$ cat src/rtl/ysyx_23060096_mem_arbiter.sv
// Single-port memory arbiter between IFU (read-only) and LSU (read/write).
// Optional WAIT timeout with error response: define YSYX_23060096_ARB_TIMEOUT_EN.
module ysyx_23060096_mem_arbiter #(
    parameter int ADDR_W  = 32,
    parameter int DATA_W  = 32,
    parameter int TIMEOUT = 255
) (
    input  logic                clk,
    input  logic                rstn,
    input  logic                ifu_req_valid,
    output logic                ifu_req_ready,
    input  logic [ADDR_W-1:0]   ifu_addr,
    output logic                ifu_rsp_valid,
    output logic [DATA_W-1:0]   ifu_rdata,
    output logic                ifu_rsp_err,
    input  logic                lsu_req_valid,
    output logic                lsu_req_ready,
    input  logic [ADDR_W-1:0]   lsu_addr,
    input  logic                lsu_wen,
    input  logic [DATA_W-1:0]   lsu_wdata,
    input  logic [DATA_W/8-1:0] lsu_wmask,
    output logic                lsu_rsp_valid,
    output logic [DATA_W-1:0]   lsu_rdata,
    output logic                lsu_rsp_err,
    output logic                mem_req_valid,
    input  logic                mem_req_ready,
    output logic [ADDR_W-1:0]   mem_addr,
    output logic                mem_wen,
    output logic [DATA_W-1:0]   mem_wdata,
    output logic [DATA_W/8-1:0] mem_wmask,
    input  logic                mem_rsp_valid,
    input  logic [DATA_W-1:0]   mem_rdata
);

    localparam int MW = DATA_W / 8;

    typedef enum logic [1:0] {
        S_IDLE,
        S_REQ,
        S_WAIT
    } state_t;

    state_t            r_state;
    logic              r_owner;
    logic              r_last_owner;
    logic              r_req_valid;
    logic [ADDR_W-1:0] r_addr;
    logic              r_wen;
    logic [DATA_W-1:0] r_wdata;
    logic [MW-1:0]     r_wmask;

    logic w_idle;
    logic w_ifu_win;
    logic w_lsu_win;
    logic w_rsp;
    logic w_tmo;
    logic w_done;

    // Owner encoding: 0 = IFU, 1 = LSU; a tie goes to whoever was not served last
    assign w_idle    = (r_state == S_IDLE);
    assign w_ifu_win = w_idle & ifu_req_valid & (~lsu_req_valid | r_last_owner);
    assign w_lsu_win = w_idle & lsu_req_valid & (~ifu_req_valid | ~r_last_owner);
    assign w_rsp     = (r_state == S_WAIT) & mem_rsp_valid;
    assign w_done    = w_rsp | w_tmo;

`ifdef YSYX_23060096_ARB_TIMEOUT_EN
    localparam int CW = (TIMEOUT > 1) ? $clog2(TIMEOUT + 1) : 1;

    logic [CW-1:0] r_cnt;

    assign w_tmo = (r_state == S_WAIT) & ~mem_rsp_valid
                 & (r_cnt == CW'(TIMEOUT - 1));

    always_ff @(posedge clk or negedge rstn) begin
        if (!rstn) begin
            r_cnt <= '0;
        end else if ((r_state == S_REQ) && mem_req_ready) begin
            r_cnt <= '0;
        end else if ((r_state == S_WAIT) && !w_done) begin
            r_cnt <= r_cnt + 1'b1;
        end
    end
`else
    logic w_unused_tmo;

    assign w_tmo        = 1'b0;
    assign w_unused_tmo = (TIMEOUT == 0);
`endif

    assign ifu_req_ready = w_ifu_win;
    assign lsu_req_ready = w_lsu_win;

    assign ifu_rsp_valid = w_done & ~r_owner;
    assign lsu_rsp_valid = w_done & r_owner;
    assign ifu_rsp_err   = w_tmo & ~r_owner;
    assign lsu_rsp_err   = w_tmo & r_owner;
    assign ifu_rdata     = (w_rsp & ~r_owner) ? mem_rdata : '0;
    assign lsu_rdata     = (w_rsp & r_owner) ? mem_rdata : '0;

    assign mem_req_valid = r_req_valid;
    assign mem_addr      = r_addr;
    assign mem_wen       = r_wen;
    assign mem_wdata     = r_wdata;
    assign mem_wmask     = r_wmask;

    always_ff @(posedge clk or negedge rstn) begin
        if (!rstn) begin
            r_state      <= S_IDLE;
            r_owner      <= 1'b0;
            r_last_owner <= 1'b0;
            r_req_valid  <= 1'b0;
            r_addr       <= '0;
            r_wen        <= 1'b0;
            r_wdata      <= '0;
            r_wmask      <= '0;
        end else begin
            unique case (r_state)
                S_IDLE: begin
                    if (w_lsu_win) begin
                        r_addr       <= lsu_addr;
                        r_wen        <= lsu_wen;
                        r_wdata      <= lsu_wdata;
                        r_wmask      <= lsu_wmask;
                        r_owner      <= 1'b1;
                        r_last_owner <= 1'b1;
                        r_req_valid  <= 1'b1;
                        r_state      <= S_REQ;
                    end else if (w_ifu_win) begin
                        r_addr       <= ifu_addr;
                        r_wen        <= 1'b0;
                        r_wdata      <= '0;
                        r_wmask      <= '0;
                        r_owner      <= 1'b0;
                        r_last_owner <= 1'b0;
                        r_req_valid  <= 1'b1;
                        r_state      <= S_REQ;
                    end
                end
                S_REQ: begin
                    if (mem_req_ready) begin
                        r_req_valid <= 1'b0;
                        r_state     <= S_WAIT;
                    end
                end
                S_WAIT: begin
                    if (w_done) begin
                        r_state <= S_IDLE;
                    end
                end
                default: begin
                    r_req_valid <= 1'b0;
                    r_state     <= S_IDLE;
                end
            endcase
        end
    end

endmodule

$ cat config.mk
export PLATFORM = sky130hd
export DESIGN_NAME = ysyx_23060096_mem_arbiter
export DESIGN_NICKNAME = d
export VERILOG_FILES = /design/src/rtl/ysyx_23060096_mem_arbiter.sv
export SDC_FILE = /design/constraint.sdc
export NUM_CORES = 1
export LEC_CHECK = 0
export CAP_MARGIN = 10
export CORE_UTILIZATION = 34
export DETAILED_ROUTE_END_ITERATION = 12
export DONT_BUFFER_PORTS = 1
export PLACE_DENSITY_LB_ADDON = 0.2
export SLEW_MARGIN = 20
export SYNTH_ARGS = -nofsm -noshare
export SYNTH_HDL_FRONTEND = slang
export SYNTH_SLANG_ARGS = --single-unit
$ cat constraint.sdc
create_clock -name clk -period 2 [get_ports clk]
set_input_delay 0.5 -clock clk [delete_from_list [all_inputs] [get_ports clk]]
set_output_delay 0.5 -clock clk [all_outputs]
set_load 0.05 [all_outputs]
Word level (Yosys, flattened, before mapping). Index checks and enable logic that the tools add are counted.

Output and inout bits: 140. Word-level logic and storage cells: 50. Register bits after elaboration: 73. Input bits: 139.

Reduce and logical (&&, ||, !) cells: 5. Bitwise operators: 13. Equal/unequal tests: 5. Multiplexer cells: 20.

Operator list (count): $mux W32 (6); $mux W2 (4); $mux W4 (2); $and A1 B1 Y1 (7); $mux W1 (6); $pmux W2 S3 (1); $reduce_and A3 Y1 (2); $ne A2 B2 Y1 const B (2); $not A1 Y1 (4); $ne A3 B3 Y1 const B (1); $pmux W1 S3 (1); $eq A2 B1 Y1 const B (1); $eq A2 B2 Y1 const B (1); $logic_not A2 Y1 (1); $or A1 B1 Y1 (2); $reduce_and A2 Y1 (1); $reduce_bool A2 Y1 (1).

Logic depth before layout (Yosys ltp).
Word-level depth: 6. Gate-level depth with buffers: 6. Mapped depth without buffers: 3.

Least setup slack after synthesis. OpenSTA, ideal clock, no wires.

Kind: register -> output. Start point: register r_state[0]. End point: output ifu_rdata[22]. Setup slack: -0.225 ns. Arrival: 1.725 ns. Cell stages (with the launch flop): 6. Data required time: 1.500 ns. Buffers on the path: 2. Path through: dfrtp_1 buf_4 nand2b_1 nor3b_2 buf_2 and2_1.

Longest elaborated chain between the ends: 4.

Ends and longest elaborated chain: from (decl) (line 43) `state_t r_state;`; from (signal assigned) (line 108) `r_state <= S_IDLE;`; from (signal assigned) (line 127) `r_state <= S_REQ;`; from (signal assigned) (line 136) `r_state <= S_REQ;`; $eq A2 B2 Y1 (line 63) `assign w_rsp = (r_state == S_WAIT) & mem_rsp_valid;`; $and A1 B1 Y1 (line 63); $and A1 B1 Y1; via ifu_rsp_valid (line 13) `output logic ifu_rsp_valid,`; $mux W32 (line 97) `assign ifu_rdata = (w_rsp & ~r_owner) ? mem_rdata : '0;`; to (decl) (line 14) `output logic [DATA_W-1:0] ifu_rdata,`.

The timed path passes the listed nets, and every way through them passes these cells.

Worst setup path after layout.
Start point: register r_state[0]. End point: output lsu_rdata[18].

Longest elaborated chain between the ends: 4.

Ends and longest elaborated chain: $eq A2 B2 Y1 (line 63); $and A1 B1 Y1 (line 63); $and A1 B1 Y1 (line 98) `assign lsu_rdata = (w_rsp & r_owner) ? mem_rdata : '0;`; $mux W32 (line 98); to (decl) (line 23) `output logic [DATA_W-1:0] lsu_rdata,`.

No other way between the ends.

==> impl_metrics.csv <==
group,metric,value,unit
yosys,async_reset_ff_share,100,%
outcome,violations,"negative hold slack, negative setup slack",
detailed_routing,drt_iter0_drc,212,
sta,min_period_over_period,109,%
yosys,synthDistinctLibCells,24,
yosys,yosysMostFrequentCell,"dfrtp_1",
place,numPortBuffers,0,
worst_setup_path,cp-start-kind,"register",
detailed_routing,firstDrtPassIters,4,
clock_network,cts_sinks,73,
worst_setup_path,path_buf_inv,3,
detailed_routing,ant_nets,0,
floorplanning,io_pins,279,
finish,area_growth,36.3,%
yosys,ys_warn_count,0,
worst_setup_path,arrival,1.68,ns
flow_run,drv_cap,0,
global_route,grt_pass1_vias,3139,
finish,drive_above_1_share,36.8,%
worst_setup_path,cp_data_required_time,1.50,ns
power,cellPowerDensity,1750,mW/mm^2
sta,setup_ws,-0.177,ns
floorplanning,die_area,0.0116,mm^2
yosys,yosysTopAreaCell,"dfrtp_1",
global_route,antenna_found_initial,0,
worst_setup_path,cp-startpoint,"r_state[0]",
sta,max_freq,0.459,GHz
sta,skew,0.0122,ns
worst_setup_path,endpoint_kind,"primary output",
floorplanning,die_x,108,um
clock_network,clkLatencyLatePin,0.35,ns
sta,setup_tns,-8.73,ns
sta,post-route-min-period,2.18,ns
worst_setup_path,r2r-end,"mem_wdata[0]",
global_route,grt_use_met1,24.4,%
clock_network,h-tree-depth,3,
global_route,grt_max_degree,74,
detailed_routing,vias,3171,
sta,max_slew_margin,63.9,%
yosys,syn_area_per_cell,10.3,um^2
clock_network,cts_tree,"yes",
worst_setup_path,worst_r2r_startpoint,"r_state[0]",
floorplanning,num_rows,38,
detailed_routing,drt-total-wl,12.6,mm
worst_setup_path,path_cells,"buf_4 -> and4b_2 -> clkbuf_16 -> and2_4 -> buf_12",
worst_setup_path,r2r_slack,0.25,ns
yosys,synth_area,0.00379,mm^2
yosys,yosysSeqAreaShare,48.2,%
finish,diodes,0,
yosys,synth_top_area_share,48.2,%
detailed_routing,viasPerCell,5.85,
sta,hold_violations,73,
clock_network,clkSlewWorstSetupHoldPaths,0.09,ns
yosys,synth_common_cells,"73 x dfrtp_1, 65 x and2_1, 37 x a22o_1",
clock_network,cts-root-buf,"clkbuf_8",
floorplanning,fp.dieH,108,um
global_route,busiest_layer,"met2",
sta,final_max_slew_viol_count,0,
power,peakVddDrop,0.699,mV
floorplanning,start_util,35.0,%
yosys,ys.flop_type,"dfrtp_1",
sta,tightestPinTransition,0.542,ns
detailed_routing,drc,0,
global_route,grt.overflow.total,0,
detailed_routing,avgRoutedWirePerCell,23.3,um
finish,fin_util,47.6,%
clock_network,clk_path_buf_depth,2,
finish,final_cell_count_no_fill,542,
worst_setup_path,crit_family,"simple AND/OR/NAND/NOR gates",
place,post-dp-hpwl,8.76,mm
worst_setup_path,crit_slowest_cell,"dfrtp_1",
global_route,grt_usage,21.4,%
worst_setup_path,critPathMaxFanout,16,
yosys,synth_edf_count,0,
floorplanning,core_area,0.0108,mm^2
global_route,use_met3,6.30,%
place,dp_cells,518,
finish,fin_nets,536,
global_route,grt_pass1_wl,18.6,mm
worst_setup_path,slowest_delay,0.38,ns
sta,rsz0062_at_grt,"yes",
sta,holdWs,-0.159,ns
place,gp_congestion,0.773,
yosys,postSynthCellCount,368,
yosys,ys_seq_elements,73,
global_route,grt_util_met2,36.8,%
worst_setup_path,reg2reg_depth,8,
outcome,status,"finished, violations left",
worst_hold_path,hp-class,"in -> async",
worst_setup_path,critPathKind,"reg -> out",
sta,setup_viol,66,
yosys,synth.area.top_cells,"dfrtp_1 48%, and2_1 11%, a22o_1 8.6%",
clock_network,cts_buffers,9,
power,power_leakage,2.34,nW
## what timing repair did
action,in CTS,in global routing
resized for setup,54,14
pin swaps,15,27
setup endpoints to repair,66,85
cloned,2,3
hold endpoints to repair,73,73
buffers inserted,2,1
## per-layer routing
metal | up-vias | part of all wire [%]
met1 | 1562 | 37
met5 | - | 0
met2 | 178 | 51
met4 | 0 | 3.0
met3 | 23 | 8.4
li1 | 1408 | -
## worst max-delay path by stage
| stage | slack [ns] | depth (start not counted) | to |
|---|---|---|---|
| 2_1_floorplan | -0.02 | 5 | ifu_rdata[22] |
| 3_3_place_gp | 0.22 | 5 | ifu_rdata[31] |
| 3_5_place_dp | 0.19 | 5 | ifu_rdata[1] |
| 4_1_cts | -0.20 | 6 | ifu_rdata[31] |
| 5_1_grt | -0.25 | 6 | ifu_rdata[12] |
| 6_report | -0.18 | 5 | lsu_rdata[18] |
## flip-flops by register name (all words and copies together), names as in the netlist
register,count
r_last_owner,1
mem_wen,1
mem_addr,32
r_state,2
mem_req_valid,1
mem_wdata,32
mem_wmask,4
## cell usage in the layout (no fill, tap or decap)
cell / n
conb_1: 2
buf_12: 38
and4b_2: 1
nand2b_4: 1
nand2_1: 5
o21ai_2: 1
dfrtp_1: 73
nor2_1: 2
a31oi_1: 1
inv_1: 1
buf_6: 3
nand3b_1: 33
clkinv_2: 2
inv_6: 2
a22o_1: 37
and3_1: 32
bufinv_16: 1
buf_16: 2
nor3b_4: 2
and2_4: 65
clkbuf_8: 9
nor2_2: 1
or2_2: 1
clkbuf_1: 1
o2111ai_1: 32
o21ai_0: 34
buf_4: 14
o211a_1: 1
nor2_4: 1
clkbuf_16: 3
clkinvlp_4: 1
## power by group
group          switching (mW)  total (mW)  internal [mW]  leakage (nW)
clock                   0.586        1.17          0.582        0.0971
sequential               2.86        4.97           2.12         0.927
combinational            1.65        2.89           1.24          1.32
## cell families (layout without fill, tap and decap cells)
kind of cell / count (synthesis) / in the layout / synth area share [%]
other: 1 / 2 / 0.0989
buffers and inverters: 44 / 77 / 5.55
AND/OR/NAND/NOR: 144 / 144 / 25.1
flip-flops: 73 / 73 / 48.2
AO/OA/AOI/OAI: 106 / 106 / 21.1
## per-stage QoR
step	instance area [um^2]	setup slack [ns]	power, mW
2_1_floorplan	3850	-0.0213	6.81
3_3_place_gp	4680	0.221	7.62
3_5_place_dp	4680	0.191	7.69
4_1_cts	5060	-0.197	9.02
5_1_grt	5160	-0.250	9.47
6_report	5160	-0.177	9.03
## layout make-up
class | count | area [um^2]
Sequential cell | 73 | 1830
Inverter | 1 | 3.75
Multi-Input combinational cell | 252 | 1940
Timing Repair Buffer | 60 | 1030
Fill cell | 978 | 5680
Clock inverter | 6 | 65.1
Tap cell | 140 | 175
Clock buffer | 10 | 128
(Power assumes the default switching activity.)
